[config.mk]
export PLATFORM = sky130hd
export DESIGN_NAME = rom_burst_loader
export DESIGN_NICKNAME = d
export VERILOG_FILES = /design/src/rtl/rom_loader_pkg.sv /design/src/rtl/rom_loader_fifo.sv /design/src/rtl/rom_burst_loader.sv
export SDC_FILE = /design/constraint.sdc
export NUM_CORES = 1
export LEC_CHECK = 0
export CELL_PAD_IN_SITES_DETAIL_PLACEMENT = 1
export CELL_PAD_IN_SITES_GLOBAL_PLACEMENT = 2
export CORE_MARGIN = 1
export CORE_UTILIZATION = 33
export DETAILED_ROUTE_END_ITERATION = 7
export PLACE_DENSITY = 0.76
export SKIP_CTS_REPAIR_TIMING = 1
export SYNTH_ARGS = -nofsm -noshare
export SYNTH_HDL_FRONTEND = slang
export SYNTH_HIERARCHICAL = 1
export SYNTH_SLANG_ARGS = --single-unit
[constraint.sdc]
create_clock -name clk -period 2.8 [get_ports clk]
set_input_delay 0.56 -clock clk [delete_from_list [all_inputs] [get_ports clk]]
set_output_delay 0.56 -clock clk [all_outputs]
set_load 0.03 [all_outputs]
[src/rtl/rom_loader_pkg.sv]
// rom_loader_pkg: shared write-FSM encodings and width helpers for the ROM burst loader.
package rom_loader_pkg;
    typedef enum logic [1:0] {
        W_IDLE,
        W_REQ,
        W_BUSY
    } wstate_t;

    function automatic int calc_ratio(input int data_width, input int in_width);
        return data_width / in_width;
    endfunction

    function automatic bit widths_ok(input int data_width, input int in_width);
        return in_width > 0 && data_width >= in_width && data_width % in_width == 0;
    endfunction
endpackage

[src/rtl/rom_loader_fifo.sv]
// rom_loader_fifo: synchronous FIFO of packed ROM words with registered full/empty flags.
module rom_loader_fifo #(
    parameter int WIDTH = 16,
    parameter int DEPTH = 4
) (
    input  logic             clk,
    input  logic             reset,
    input  logic             i_push,
    input  logic [WIDTH-1:0] i_data,
    input  logic             i_pop,
    output logic [WIDTH-1:0] o_data,
    output logic             o_full,
    output logic             o_empty
);
    localparam int AW = $clog2(DEPTH);

    logic [WIDTH-1:0] r_mem [DEPTH];
    logic [AW-1:0]    r_wr;
    logic [AW-1:0]    r_rd;
    logic [AW:0]      r_cnt;
    logic             r_full;
    logic             r_empty;
    logic             w_push;
    logic             w_pop;
    logic [AW:0]      w_cnt_next;

    assign w_push     = i_push && !r_full;
    assign w_pop      = i_pop && !r_empty;
    assign w_cnt_next = r_cnt + (AW+1)'(w_push) - (AW+1)'(w_pop);
    assign o_data     = r_mem[r_rd];
    assign o_full     = r_full;
    assign o_empty    = r_empty;

    always_ff @(posedge clk) begin
        if (w_push)
            r_mem[r_wr] <= i_data;
    end

    always_ff @(posedge clk) begin
        if (reset) begin
            r_wr    <= '0;
            r_rd    <= '0;
            r_cnt   <= '0;
            r_full  <= 1'b0;
            r_empty <= 1'b1;
        end else begin
            if (w_push)
                r_wr <= r_wr + AW'(1);
            if (w_pop)
                r_rd <= r_rd + AW'(1);
            r_cnt   <= w_cnt_next;
            r_full  <= w_cnt_next == (AW+1)'(DEPTH);
            r_empty <= w_cnt_next == '0;
        end
    end
endmodule

[src/rtl/rom_burst_loader.sv]
// rom_burst_loader: packs narrow input beats into ROM words, buffers them and
// burst-writes a programmed word count from a base address via request/busy.
module rom_burst_loader
    import rom_loader_pkg::*;
#(
    parameter int IN_WIDTH      = 8,
    parameter int DATA_WIDTH    = 16,
    parameter int ADDRESS_WIDTH = 16,
    parameter int FIFO_DEPTH    = 4,
    parameter int MSB_FIRST     = 1
) (
    input  logic                     clk,
    input  logic                     reset,
    input  logic                     i_start,
    input  logic [ADDRESS_WIDTH-1:0] i_base_address,
    input  logic [ADDRESS_WIDTH:0]   i_word_count,
    input  logic                     i_in_valid,
    input  logic [IN_WIDTH-1:0]      i_in_data,
    output logic                     o_in_ready,
    input  logic                     i_rom_busy,
    input  logic                     i_rom_initialized,
    output logic                     o_rom_request,
    output logic [DATA_WIDTH-1:0]    o_rom_data,
    output logic [ADDRESS_WIDTH-1:0] o_rom_address,
    output logic                     o_loading,
    output logic                     o_word_ack,
    output logic                     o_done
);
    localparam int RATIO = calc_ratio(DATA_WIDTH, IN_WIDTH);
    localparam int BW    = RATIO > 1 ? $clog2(RATIO) : 1;

    if (!widths_ok(DATA_WIDTH, IN_WIDTH)) begin : g_width_check
        $error("rom_burst_loader: DATA_WIDTH must be an integer multiple of IN_WIDTH");
    end

    wstate_t                  r_state;
    logic [BW-1:0]            r_beat;
    logic [DATA_WIDTH-1:0]    r_pack;
    logic [DATA_WIDTH-1:0]    r_data;
    logic [ADDRESS_WIDTH-1:0] r_address;
    logic [ADDRESS_WIDTH:0]   r_count;
    logic [ADDRESS_WIDTH:0]   r_accepted;
    logic [ADDRESS_WIDTH:0]   r_written;
    logic                     r_request;
    logic                     r_loading;
    logic                     r_ack;
    logic                     r_done;
    logic [DATA_WIDTH-1:0]    w_pack_next;
    logic [DATA_WIDTH-1:0]    w_fifo_data;
    logic [ADDRESS_WIDTH:0]   w_written_next;
    logic                     w_full;
    logic                     w_empty;
    logic                     w_fire;
    logic                     w_last;
    logic                     w_push;
    logic                     w_pop;

    assign o_in_ready     = r_loading && !w_full && r_accepted != r_count;
    assign w_fire         = i_in_valid && o_in_ready;
    assign w_last         = r_beat == BW'(RATIO - 1);
    assign w_push         = w_fire && w_last;
    assign w_pop          = r_state == W_IDLE && !w_empty && i_rom_initialized && !i_rom_busy;
    assign w_written_next = r_written + (ADDRESS_WIDTH+1)'(1);
    // The final beat's word goes straight from the shifter into the FIFO.
    assign w_pack_next    = (MSB_FIRST != 0)
        ? (r_pack << IN_WIDTH) | DATA_WIDTH'(i_in_data)
        : (r_pack >> IN_WIDTH) | (DATA_WIDTH'(i_in_data) << (DATA_WIDTH - IN_WIDTH));

    assign o_rom_request = r_request;
    assign o_rom_data    = r_data;
    assign o_rom_address = r_address;
    assign o_loading     = r_loading;
    assign o_word_ack    = r_ack;
    assign o_done        = r_done;

    rom_loader_fifo #(
        .WIDTH(DATA_WIDTH),
        .DEPTH(FIFO_DEPTH)
    ) u_fifo (
        .clk    (clk),
        .reset  (reset),
        .i_push (w_push),
        .i_data (w_pack_next),
        .i_pop  (w_pop),
        .o_data (w_fifo_data),
        .o_full (w_full),
        .o_empty(w_empty)
    );

    always_ff @(posedge clk) begin
        if (reset) begin
            r_state    <= W_IDLE;
            r_beat     <= '0;
            r_pack     <= '0;
            r_data     <= '0;
            r_address  <= '0;
            r_count    <= '0;
            r_accepted <= '0;
            r_written  <= '0;
            r_request  <= 1'b0;
            r_loading  <= 1'b0;
            r_ack      <= 1'b0;
            r_done     <= 1'b0;
        end else begin
            r_ack  <= 1'b0;
            r_done <= 1'b0;
            if (i_start && !r_loading) begin
                r_address  <= i_base_address;
                r_count    <= i_word_count;
                r_accepted <= '0;
                r_written  <= '0;
                r_beat     <= '0;
                r_pack     <= '0;
                r_loading  <= i_word_count != '0;
                r_done     <= i_word_count == '0;
            end
            if (w_fire) begin
                r_pack <= w_pack_next;
                r_beat <= w_last ? '0 : r_beat + BW'(1);
                if (w_last)
                    r_accepted <= r_accepted + (ADDRESS_WIDTH+1)'(1);
            end
            case (r_state)
                W_IDLE: if (w_pop) begin
                    r_data    <= w_fifo_data;
                    r_request <= 1'b1;
                    r_state   <= W_REQ;
                end
                W_REQ: if (i_rom_busy) begin
                    r_request <= 1'b0;
                    r_state   <= W_BUSY;
                end
                W_BUSY: if (!i_rom_busy) begin
                    r_ack     <= 1'b1;
                    r_address <= r_address + ADDRESS_WIDTH'(1);
                    r_written <= w_written_next;
                    r_state   <= W_IDLE;
                    if (w_written_next == r_count) begin
                        r_done    <= 1'b1;
                        r_loading <= 1'b0;
                    end
                end
                default: r_state <= W_IDLE;
            endcase
        end
    end
endmodule
==> key figures, run 1 <==
Run status
  – Outcome: finished, final reports clean

Floorplan
  – Initial Utilization: around a third
  – Core ar.: between 20000 and 25000 um2
  – DIE AREA: about 24000 um2
  – Die Span X: 156.3 um
  – Die Y-Extent: 156.3 um
  – FP Rows: 56
  – I/O pins: 84

Synthesis
  – Synth Area in Simple Gates: around a fifth
  – Adder-cell share of the synthesized area: about 1.7%
  – Gate Count Post-Synth: roughly 800
  – Synth area leader: dfxtp_1
  – Number of synthesized flops with an enable pin: between 60 and 70
  – FFs w/ async S/R, synth: 0%
  – Xor/xnor cell area share of the yosys netlist: 5.909%
  – Post-synthesis register bit count: roughly 170
  – Complex-gate fraction of the synthesized area: about 11%
  – Synthesized cell area: 7856 um2
  – Synth warn: 6
  – Syn avg cell area: ~10 um2
  – Post-synth net total: ~840
  – Largest family of logic cells by synthesized area: simple AND/OR/NAND/NOR gates
  – Post-synth top area share: around 28%
  – Synth Flop Type: dfxtp_1
  – Unique masters post-synth: a little under 70
  – Synth top area cells: dfxtp_1, edfxtp_1, nand2_1, a21oi_1, xnor2_1
  – Sequential fraction of the synthesis area: between 50% and 60%
  – Mux share of post-synthesis cell area: around 6%

Worst setup path
  – Crit path DAT: between 2 and 2.5 ns
  – Setup CP Type: flop to primary output
  – CP Cell Sequence: xor2_1 -> nor4_2 -> nand4_1 -> o211a_1 -> dlymetal6s2s_1
  – CP Max Fanout: 3
  – CP Data Required Time: between 2 and 2.5 ns
  – Cell family with most CP delay: simple AND/OR/NAND/NOR gates
  – Crit-path slowest cell: dfxtp_1
  – Crit. End Element: primary output
  – CP Launch Type: flop
  – Peak per-stage delay on the critical path: 0.36 ns
  – Worst path buffer plus inverter count: 1

Power
  – PwrDens: ~570 nW/um2
  – Leakage: between 3 and 4 nW
  – Int Pwr: approximately 4.1 mW
  – Combinational power share: under 10%
  – Net Sw Frac: between 20% and 30%
  – Sequential Power Share: between 40% and 50%
  – Maximum vdd drop: about 0.38 mV
  – Clk network pwr share: between 40% and 50%
  – Sw power: roughly 1.6 mW

Global routing
  – GRT Residual Overflow: 0
  – Number of global-route vias before repair: roughly 6400
  – First-pass GRT wire length: 35.09 mm
  – All-layer global routing usage: 18.63%
  – Largest net degree at the start of global routing: between 40 and 50
  – Initial antenna violation count: 0

Detailed routing
  – Vias/cell: 5.168
  – Avg WL per Cell: 17.62 um
  – DR iter-0 viols: between 200 and 300
  – Residual DRC count: 0
  – DRT Wirelength: between 20 and 25 mm
  – Vias: roughly 6300
  – DRT antenna net count: 0
  – First-pass iteration count of the detailed router: 4

STA
  – Worst slew pin tran: 0.7841 ns
  – Skew final: about 0.023 ns
  – Slew margin rel.: a little under half
  – Final WS setup: roughly 0.10 ns
  – Tmin final: about 2.7 ns
  – Final Setup Violations: 0
  – Fmax: 0.3710 GHz
  – Final Max Slew Viols: 0
  – RSZ-0062 raised after global routing: no
  – Hold WS: between 0.4 and 0.5 ns
  – Final period utilization: 96.26%
  – Setup TNS: 0 ns
  – Fin. Hold Viols: 0

Finish
  – Non-Filler Cell Area, Final: between 10000 and 15000 um2
  – Final #Nets: between 900 and 1000
  – Most frequent cells in the layout: nand2_1, dfxtp_1, clkdlybuf4s50_1
  – # diodes: 0
  – Multi-input logic area: about 3500 um2
  – Share of cells above drive strength 1: a little over an eighth
  – Commonest non-fill, non-tap cell in the layout: nand2_1
  – Fin util: about 43%
  – Layout area overhead: 27.41%
  – FF+latch area: just over 4000 um2
  – # fillers: 2633

Placed design
  – Post-DP HPWL: 15.01 mm
  – Final GP Congestion: roughly 0.80
  – Post-DP Area: roughly 9300 um2
  – Pre-CTS setup slack: -0.2183 ns
  – Port bufs: between 80 and 90

Min path
  – Min-delay worst type: flop to flop

Clock network
  – Cts bufs inserted: 17
  – Longest Clk Path Bufs: 2
  – Clock Sink Count: roughly 170
  – TritonCTS clock tree: yes
  – Clock root buffer: clkbuf_16
  – Clk slew on worst S/H paths: about 0.080 ns
  – H-tree Lvls: 4
  – Clk_lat worst skew: 0.45 ns

Job
  – Max_cap viols: 0
==> through the flow <==
stage | power, mW | instances
3_5_place_dp | 3.164 | 1191
6_report | 5.683 | 1223
5_1_grt | 5.864 | 1223
2_1_floorplan | 2.945 | 782
4_1_cts | 5.750 | 1223
3_3_place_gp | 3.158 | 1191
==> metal layers <==
layer | track usage (%) | wire (um) | vias to the layer above
li1 | - | - | 3050
met2 | 31.31 | 10400 | 88
met3 | 3.074 | 699 | 9
met4 | 4.435 | 138 | 0
met1 | 24.93 | 10300 | 3174
met5 | 0 | 0 | -
==> cells in the mapped netlist, drive strengths merged, types with 3 or more instances <==
cell type,number
a21oi,71
a221o,3
a221oi,5
a22oi,3
a31oi,5
and2,6
and3,5
and3b,3
and4,3
buf,10
clkbuf,38
dfxtp,109
edfxtp,64
ha,9
inv,14
mux2,6
mux4,16
nand2,110
nand2b,3
nand3,41
nand4,14
nor2,65
nor2b,3
nor3,16
nor3b,7
nor4,21
nor4b,5
o21ai,27
or3,6
or4,4
xnor2,32
xor2,21
==> power by group through the flow <==
| stage | clock, mW | combinational [mW] | sequential, mW |
|---|---|---|---|
| detailed placement | 0 | 0.416 | 2.75 |
| global route | 2.71 | 0.455 | 2.69 |
| floorplan | 0 | 0.179 | 2.77 |
| CTS | 2.64 | 0.419 | 2.69 |
| finish | 2.58 | 0.415 | 2.69 |
| global placement | 0 | 0.412 | 2.75 |
==> sequential cells by signal, indices dropped and copies added (netlist names), named ones only <==
| name | flops |
|---|---|
| u_fifo/o_empty | 1 |
| u_fifo/r_rd | 2 |
| r_state | 2 |
| u_fifo/r_wr | 2 |
| o_loading | 1 |
| o_rom_data | 16 |
| r_written | 17 |
| u_fifo/o_full | 1 |
| o_rom_address | 16 |
| r_beat | 1 |
| o_word_ack | 1 |
| r_accepted | 17 |
| u_fifo/r_cnt | 3 |
| r_pack | 8 |
| r_count | 17 |
| o_done | 1 |
| u_fifo/r_mem | 64 |
| o_rom_request | 1 |
==> area by class of cell <==
cell class / count / area share [%]
clock inverters: 15 / 2.262
multi-input cells: 546 / 34.85
repair buffers: 138 / 13.05
clock buffers: 17 / 4.250
well taps: 319 / 3.988
inverters: 15 / 0.5750
flip-flops and latches: 173 / 41.03
==> final timing paths <==
kind / startpoint / to / slack (ns) / cells past startpoint
min: o_rom_data[3] / o_rom_data[3] / 0.46 / 2
max: r_count[13] / o_in_ready / 0.10 / 5
max reg2reg: r_count[13] / u_fifo/o_empty / 0.14 / 11
min reg2reg: o_rom_data[3] / o_rom_data[3] / 0.46 / 2
==> worst reg2reg max path: stages (launching register included) <==
cell and delay, ns:
dfxtp_1 0.36, xor2_1 0.19, nor4_2 0.33, nand4_1 0.25, o21ai_2 0.19, inv_1 0.06, nor2b_1 0.12, buf_4 0.14
ha_1 0.17, inv_1 0.06, fa_1 0.45, a31o_2 0.23
==> kinds of logic after synthesis <==
kind of cell,count (synthesis)
AO/OA/AOI/OAI,141
multiplexers,24
buffers and inverters,63
flip-flops,173
AND/OR/NAND/NOR,318
adder cells (fa/ha/maj),10
XOR/XNOR,53
Note: power is estimated with default switching activity, not from simulation.
==> run 2, diff against run 1 <==
CAP_MARGIN = 20   (was not set)
==> results of run 2 <==
Final layout, timing and power as in run 1 (identical DEF).
